--- config.mk ---
export PLATFORM = sky130hd
export DESIGN_NAME = trap_ctrl_flat
export DESIGN_NICKNAME = d
export VERILOG_FILES = /design/src/rtl/trap_ctrl_if.sv /design/src/rtl/trap_ctrl.sv /design/src/flat_wrapper.sv
export SDC_FILE = /design/constraint.sdc
export NUM_CORES = 1
export LEC_CHECK = 0
export CELL_PAD_IN_SITES_DETAIL_PLACEMENT = 1
export CELL_PAD_IN_SITES_GLOBAL_PLACEMENT = 2
export CORE_MARGIN = 3
export CORE_UTILIZATION = 19
export CTS_CLUSTER_DIAMETER = 60
export DETAILED_ROUTE_END_ITERATION = 8
export PLACE_DENSITY = 0.77
export SLEW_MARGIN = 20
export SYNTH_ARGS = -nofsm -noshare
export SYNTH_HDL_FRONTEND = slang
export SYNTH_SLANG_ARGS = --single-unit
export TNS_END_PERCENT = 1
--- constraint.sdc ---
create_clock -name clk -period 1.6 [get_ports clk]
set_input_delay 0.24 -clock clk [delete_from_list [all_inputs] [get_ports clk]]
set_output_delay 0.24 -clock clk [all_outputs]
set_load 0.05 [all_outputs]
--- src/rtl/trap_ctrl_if.sv ---
// rtl/trap_ctrl_if.sv - request, CSR-file port and redirect bundle for trap_ctrl; TRAP_CTRL_IRQ_EN adds irq lines
interface trap_ctrl_if;
  logic        req_valid;
  logic [1:0]  req_kind;
  logic [31:0] req_pc;
  logic        req_ready;
  logic        busy;
  logic [11:0] csr_addr;
  logic        csr_we;
  logic [31:0] csr_wdata;
  logic [31:0] csr_rdata;
  logic        redirect_valid;
  logic [31:0] redirect_pc;
`ifdef TRAP_CTRL_IRQ_EN
  logic        irq_pending;
  logic [31:0] irq_pc;
`endif

  modport slave (
`ifdef TRAP_CTRL_IRQ_EN
    input  irq_pending, irq_pc,
`endif
    input  req_valid, req_kind, req_pc, csr_rdata,
    output req_ready, busy, csr_addr, csr_we, csr_wdata, redirect_valid, redirect_pc
  );

  modport master (
`ifdef TRAP_CTRL_IRQ_EN
    output irq_pending, irq_pc,
`endif
    output req_valid, req_kind, req_pc, csr_rdata,
    input  req_ready, busy, csr_addr, csr_we, csr_wdata, redirect_valid, redirect_pc
  );
endinterface

--- src/rtl/trap_ctrl.sv ---
// rtl/trap_ctrl.sv - machine-mode trap entry / mret sequencer driving a CSR-file port
// Optional interrupt entry enabled by defining TRAP_CTRL_IRQ_EN.
module trap_ctrl #(
  parameter logic [31:0] ECALL_CAUSE  = 32'h0000000b,
  parameter logic [31:0] EBREAK_CAUSE = 32'h00000003
) (
  input logic        clk,
  input logic        rst,
  trap_ctrl_if.slave bus
);
  localparam logic [11:0] MSTATUS   = 12'h300;
  localparam logic [11:0] MTVEC     = 12'h305;
  localparam logic [11:0] MEPC      = 12'h341;
  localparam logic [11:0] MCAUSE    = 12'h342;
  localparam logic [31:0] IRQ_CAUSE = 32'h80000007;

  typedef enum logic [2:0] {IDLE, EPC, CAUSE, STAT, VEC, RSTAT, RET} state_t;

  state_t      state, state_d;
  logic [31:0] pc_q, pc_d, cause_q, cause_d;
  logic        req_ready, busy, csr_we, redirect_valid;
  logic [11:0] csr_addr, idle_addr;
  logic [31:0] csr_wdata, redirect_pc, irq_pc;
  logic        irq_take;

  // With interrupts enabled, IDLE keeps mstatus on the CSR port so MIE is sampled every cycle.
`ifdef TRAP_CTRL_IRQ_EN
  assign idle_addr = MSTATUS;
  assign irq_take  = bus.irq_pending && bus.csr_rdata[3];
  assign irq_pc    = bus.irq_pc;
`else
  assign idle_addr = 12'h000;
  assign irq_take  = 1'b0;
  assign irq_pc    = 32'h0;
`endif

  always_ff @(posedge clk or posedge rst) begin
    if (rst) begin
      state   <= IDLE;
      pc_q    <= 32'h0;
      cause_q <= 32'h0;
    end else begin
      state   <= state_d;
      pc_q    <= pc_d;
      cause_q <= cause_d;
    end
  end

  always_comb begin
    state_d        = state;
    pc_d           = pc_q;
    cause_d        = cause_q;
    req_ready      = 1'b0;
    busy           = 1'b0;
    csr_addr       = 12'h000;
    csr_we         = 1'b0;
    csr_wdata      = 32'h0;
    redirect_valid = 1'b0;
    redirect_pc    = 32'h0;
    if (!rst) begin
      case (state)
        IDLE: begin
          csr_addr = idle_addr;
          if (irq_take) begin
            pc_d    = irq_pc;
            cause_d = IRQ_CAUSE;
            state_d = EPC;
          end else begin
            req_ready = 1'b1;
            if (bus.req_valid) begin
              pc_d = bus.req_pc;
              case (bus.req_kind)
                2'b00: begin
                  cause_d = ECALL_CAUSE;
                  state_d = EPC;
                end
                2'b01: begin
                  cause_d = EBREAK_CAUSE;
                  state_d = EPC;
                end
                2'b10:   state_d = RSTAT;
                default: state_d = IDLE;
              endcase
            end
          end
        end
        EPC: begin
          busy      = 1'b1;
          csr_addr  = MEPC;
          csr_we    = 1'b1;
          csr_wdata = pc_q;
          state_d   = CAUSE;
        end
        CAUSE: begin
          busy      = 1'b1;
          csr_addr  = MCAUSE;
          csr_we    = 1'b1;
          csr_wdata = cause_q;
          state_d   = STAT;
        end
        STAT: begin
          busy      = 1'b1;
          csr_addr  = MSTATUS;
          csr_we    = 1'b1;
          // MPP=M, MPIE<=MIE, MIE<=0
          csr_wdata = {bus.csr_rdata[31:13], 2'b11, bus.csr_rdata[10:8], bus.csr_rdata[3],
                       bus.csr_rdata[6:4], 1'b0, bus.csr_rdata[2:0]};
          state_d   = VEC;
        end
        VEC: begin
          busy           = 1'b1;
          csr_addr       = MTVEC;
          redirect_valid = 1'b1;
          redirect_pc    = {bus.csr_rdata[31:2], 2'b00};
          state_d        = IDLE;
        end
        RSTAT: begin
          busy      = 1'b1;
          csr_addr  = MSTATUS;
          csr_we    = 1'b1;
          // MPP stays M, MIE<=MPIE, MPIE<=1
          csr_wdata = {bus.csr_rdata[31:13], 2'b11, bus.csr_rdata[10:8], 1'b1,
                       bus.csr_rdata[6:4], bus.csr_rdata[7], bus.csr_rdata[2:0]};
          state_d   = RET;
        end
        RET: begin
          busy           = 1'b1;
          csr_addr       = MEPC;
          redirect_valid = 1'b1;
          redirect_pc    = {bus.csr_rdata[31:2], 2'b00};
          state_d        = IDLE;
        end
        default: state_d = IDLE;
      endcase
    end
  end

  assign bus.req_ready      = req_ready;
  assign bus.busy           = busy;
  assign bus.csr_addr       = csr_addr;
  assign bus.csr_we         = csr_we;
  assign bus.csr_wdata      = csr_wdata;
  assign bus.redirect_valid = redirect_valid;
  assign bus.redirect_pc    = redirect_pc;
endmodule

--- src/flat_wrapper.sv ---
// flat-port wrapper written by rule: the top's interface ports become plain ports
module trap_ctrl_flat 
#(
  parameter logic [31:0] ECALL_CAUSE  = 32'h0000000b,
  parameter logic [31:0] EBREAK_CAUSE = 32'h00000003
)
  (clk, rst, bus_req_valid, bus_req_kind, bus_req_pc, bus_csr_rdata, bus_req_ready, bus_busy, bus_csr_addr, bus_csr_we, bus_csr_wdata, bus_redirect_valid, bus_redirect_pc);
  trap_ctrl_if bus_i ();
  input logic clk;
  input logic rst;
  input wire logic [$bits(bus_i.req_valid)-1:0] bus_req_valid;
  input wire logic [$bits(bus_i.req_kind)-1:0] bus_req_kind;
  input wire logic [$bits(bus_i.req_pc)-1:0] bus_req_pc;
  input wire logic [$bits(bus_i.csr_rdata)-1:0] bus_csr_rdata;
  output wire logic [$bits(bus_i.req_ready)-1:0] bus_req_ready;
  output wire logic [$bits(bus_i.busy)-1:0] bus_busy;
  output wire logic [$bits(bus_i.csr_addr)-1:0] bus_csr_addr;
  output wire logic [$bits(bus_i.csr_we)-1:0] bus_csr_we;
  output wire logic [$bits(bus_i.csr_wdata)-1:0] bus_csr_wdata;
  output wire logic [$bits(bus_i.redirect_valid)-1:0] bus_redirect_valid;
  output wire logic [$bits(bus_i.redirect_pc)-1:0] bus_redirect_pc;
  assign bus_i.req_valid = bus_req_valid;
  assign bus_i.req_kind = bus_req_kind;
  assign bus_i.req_pc = bus_req_pc;
  assign bus_i.csr_rdata = bus_csr_rdata;
  assign bus_req_ready = bus_i.req_ready;
  assign bus_busy = bus_i.busy;
  assign bus_csr_addr = bus_i.csr_addr;
  assign bus_csr_we = bus_i.csr_we;
  assign bus_csr_wdata = bus_i.csr_wdata;
  assign bus_redirect_valid = bus_i.redirect_valid;
  assign bus_redirect_pc = bus_i.redirect_pc;
  trap_ctrl #(.ECALL_CAUSE(ECALL_CAUSE), .EBREAK_CAUSE(EBREAK_CAUSE)) u_core (.clk(clk), .rst(rst), .bus(bus_i));
endmodule
; Yosys cells after proc, flatten, opt, wreduce, memory -nomap -nowiden
; Cells that the tools add are included.
[classes]
n_eq_ne = 9
muxes = 18
bitwise_logic = 1
n_reduce_logical = 12
[op_table]
columns = cell, n
row1 = $pmux 32 s4, 1
row2 = $mux 32, 3
row3 = $pmux 32 s2, 1
row4 = $pmux 10 s4, 1
row5 = $pmux 3 s5, 1
row6 = $mux 10, 1
row7 = $eq 3x3->1 const B, 3
row8 = $mux 1, 8
row9 = $reduce_or 2->1, 4
row10 = $eq 3x2->1 const B, 2
row11 = $pmux 3 s2, 1
row12 = $reduce_or 6->1, 1
row13 = $reduce_and 4->1, 1
row14 = $reduce_or 4->1, 1
row15 = $eq 3x1->1 const B, 1
row16 = $logic_not 3->1, 1
row17 = $mux 3, 1
row18 = $reduce_and 3->1, 1
row19 = $eq 2x1->1 const B, 1
row20 = $eq 2x2->1 const B, 1
row21 = $logic_not 2->1, 1
row22 = $ne 2x2->1 const B, 1
row23 = $reduce_and 2->1, 1
row24 = $reduce_bool 2->1, 1
row25 = $not 1->1, 1
[totals]
reg_bits = 67
inputBits = 69
out_inout_bits = 80
word_cells = 43

; Depth between registers and ports, before layout
[depth]
ltp_word = 5
depth_mapped = 6

; Worst setup path before layout
; No wires, ideal clock.
[synth_path]
kind = reg2out
from = register u_core.state[2]
to = output bus_csr_wdata[7]
arrival_ns = 3.322
required_ns = 1.360
path_slack_ns = -1.962
path_stages_with_launch = 5
path_buffers = 2
cell_sequence = dfrtp_1 -> buf_2 -> clkbuf_1 -> nor3_1 -> a2111oi_0
[synth_between]
elab_chain_cells = 3
word_cells_on_any_way = 6
cone_classes = eq/ne: 4 / mux: 2
[synth_rtl]
columns = item, line_no
row1 = "start, declared", trap_ctrl.sv:19  ; state_t state, state_d;
row2 = "start signal, assigned", trap_ctrl.sv:43  ; state <= state_d;
row3 = $eq 3x3->1 (tied with other cells), trap_ctrl.sv:61  ; case (state)
row4 = $pmux 32 s4 *, trap_ctrl.sv:61
row5 = $mux 32 *, trap_ctrl.sv:60  ; if (!rst) begin
row6 = "end, declared", flat_wrapper.sv:19  ; output wire logic [$bits(bus_i.csr_wdata)-1:0] bus_csr_wdata;
; Mark *: on every way between the ends. The rest lies on a longest branch, timed or not.

; Final worst setup path
[layout_path]
from = register u_core.state[1]
to = output bus_csr_wdata[11]
; The elaborated chain is that of the path after synthesis.

==> impl_metrics.ini <==
[setup_path]
cp_common_cell = buf_12
crit_required_ns = 1.36
cp.arrival_ns = 1.76
r2r_start = u_core.state[1]$_DFFE_PP0P_
cpLargestDelayFamily = flip-flops
crit_type = flop to primary output
crit_path_top_delay_cell = dfrtp_2
startpoint_type = flop
startpoint = u_core.state[1]$_DFFE_PP0P_
cp_cell_sequence = nor3b_4 > buf_4 > buf_12 > nand2_1 > a21oi_2 > buf_12
path_buf_inv = 3
slowest_delay_ns = 0.50
worstPathMaxFanout = 14
end_kind = primary output

[timing]
slew_violations = 0
finalHoldViolations = 0
finalSetupViolations = 104
fmax_ghz = 0.499
fin_crit_sh_pct = 125
fin_ws_ns = -0.402
fin_crit_ns = 2.00
fin_skew_ns = 0.00368
tns_ns = -26.95
holdWs_ns = 0.429
rsz0062_at_grt = yes

[synthesis]
synthFlopType = dfrtp_1
synth.avg_cell_area_um2 = 10.1
netlist_instances = 243
synth_top_area_share_pct = 37.9
synth_top_area_cell = dfrtp_1
synth.area.top_cells = dfrtp_1 38%, mux2_4 18%, a32oi_1 9.7%
yosys_warnings = 0
async_flop_share_pct = 100
synth-edff-count = 0
synth_seq_area_share_pct = 37.9
yosysUniqueCellTypes = 34
synth-seq-cells = 37
synth_area_mm2 = 0.00244

[layout]
nets = 479
drive_gt1_share_pct = 60.3
area_growth_pct = 133
antennaDiodeCount = 0
final_area_mm2 = 0.00569

[drt]
vias = 2530
via_per_inst = 4.37
drt-total-wl_um = 10300
dr.first_iter.drc_count = 73
post_drt_wl_per_cell_um = 17.8
drt_pre_antenna_iters = 4
drc = 0
ant_nets = 0

[clock_network]
cts-root-buf = clkbuf_16
tritoncts = yes
numCtsBuffers = 5
hold_buffers = 0
clkTransAtPathRegs_ns = 0.06
cts_buffer_depth = 2
clock_latency_ns = 0.28
cts.sinks = 37
cts-htree-levels = 2

[die]
die_area_mm2 = 0.0143
io_pins = 149
die_x_um = 119
start_util_pct = 19.9
fp.dieH_um = 119
core_mm2 = 0.0123
rows = 40

[status]
violations = setup timing
status = finished with violations

[global_route]
antenna_found_initial = 0
grt_max_degree = 22
grt-ovfl-total = 0
grt_first_pass_wirelength_um = 16700
track_usage_pct = 14.6
grt_pass1_vias = 2967

[power_and_ir_drop]
p_leak_uw = 0.00234
powerDensity_mw_per_mm2 = 1810
vdd_drop_max_uv = 859
p_total_uw = 10300

[place]
portBuffers = 140
hpwl_um = 7910
dpl_cell_area_mm2 = 0.00511
gp_congestion = 0.728

[min_path]
hold_class = input pin to asynchronous set/reset pin

[job]
cap_violations = 0
==> synth_stat cells, types with 2 or more instances <==
| master | instances |
|---|---|
| and2_1 | 30 |
| dfrtp_1 | 37 |
| a31oi_1 | 2 |
| a32oi_1 | 27 |
| a21oi_1 | 7 |
| nand2_1 | 9 |
| nor2_1 | 31 |
| mux2_2 | 4 |
| nor3b_1 | 2 |
| nand3_1 | 2 |
| inv_1 | 5 |
| mux2_4 | 29 |
| buf_4 | 9 |
| nor3_1 | 6 |
| nand2b_1 | 4 |
| clkbuf_1 | 15 |
| buf_6 | 4 |
| buf_2 | 3 |
| buf_1 | 2 |
==> layer usage <==
layer | track usage [%] | routed length (µm) | share of wire [%]
met3 | 3.94 | 730 | 7.1
met1 | 16.9 | 4130 | 40
met5 | 0 | 0 | 0
met4 | 2.36 | 98 | 0.95
met2 | 27.0 | 5370 | 52
==> power by group <==
group	total [µW]	internal (µW)	switching, µW
Sequential	1850	1420	428
Clock	1280	890	387
Combinational	7160	3620	3550
==> cells in the final DEF (no fill, tap or decap), drive strengths merged, types with 2 or more instances in the layout <==
| master | count |
|---|---|
| nor3 | 6 |
| nand3 | 2 |
| clkdlybuf4s50 | 67 |
| conb | 8 |
| nand2b | 4 |
| nor3b | 3 |
| o21ai | 2 |
| bufinv | 2 |
| a21oi | 7 |
| mux2 | 33 |
| inv | 5 |
| and2 | 30 |
| nand2 | 10 |
| a32oi | 27 |
| clkbuf | 5 |
| buf | 118 |
| nor2 | 31 |
| a31oi | 2 |
| dfrtp | 37 |
==> cells by family after synthesis <==
group / synth area share [%]
other cells: 0.154
xor+xnor: 0.359
simple gates: 19.6
mux: 20.1
compound gates: 13.3
flops: 37.9
buf+inv: 8.61
==> through the flow <==
stage               std cells  utilization (%)  setup slack, ns
global placement          559             41.7           -0.374
finish                    579             46.4           -0.402
floorplan                 250                -           -0.429
CTS                       579             45.9           -0.388
detailed placement        559             41.7           -0.407
global route              579             46.4           -0.508
==> path summary, 6_finish.rpt <==
kind                                                       to  slack, ns  cells past startpoint
min in group clk                u_core.cause_q[1]$_DFFE_PP0P_       0.49                      1
worst max-delay path                        bus_csr_wdata[11]      -0.40                      6
worst max register to register    u_core.pc_q[17]$_DFFE_PP0P_      -0.11                      5
worst min register to register  u_core.cause_q[1]$_DFFE_PP0P_       0.49                      1
worst min-delay path               u_core.pc_q[7]$_DFFE_PP0P_       0.43                      4
max in group asynchronous         u_core.state[2]$_DFFE_PP0P_       0.93                      4
==> worst register-to-register path: stages, from the launching register on <==
cell,delay (ns)
dfrtp_2,0.50
buf_6,0.17
nor4_4,0.26
nand2_2,0.16
buf_12,0.20
mux2_4,0.32
==> flip-flops by register name, indices dropped and copies added, names as in the netlist <==
name / flops
u_core.pc_q: 32
u_core.cause_q: 2
u_core.state: 3
==> layout make-up <==
cell class,instances,area [µm²]
timing repair buffer,186,2630
multi-input combinational,175,1710
sequential,37,930
clock buffer,5,125
inverter,5,18.8
clock inverter,3,65.1
fill,1268,6580
tap,168,210
==> what timing repair did <==
action | CTS | global route
endpoints found under the setup margin | 106 | 106
pin swaps | 29 | 7
gates resized for setup | 51 | 15
endpoints found under the hold margin | 0 | 0
cloned | 1 | 0
buffers inserted | 11 | 0
No activity file was read; power rests on OpenSTA's default activity.
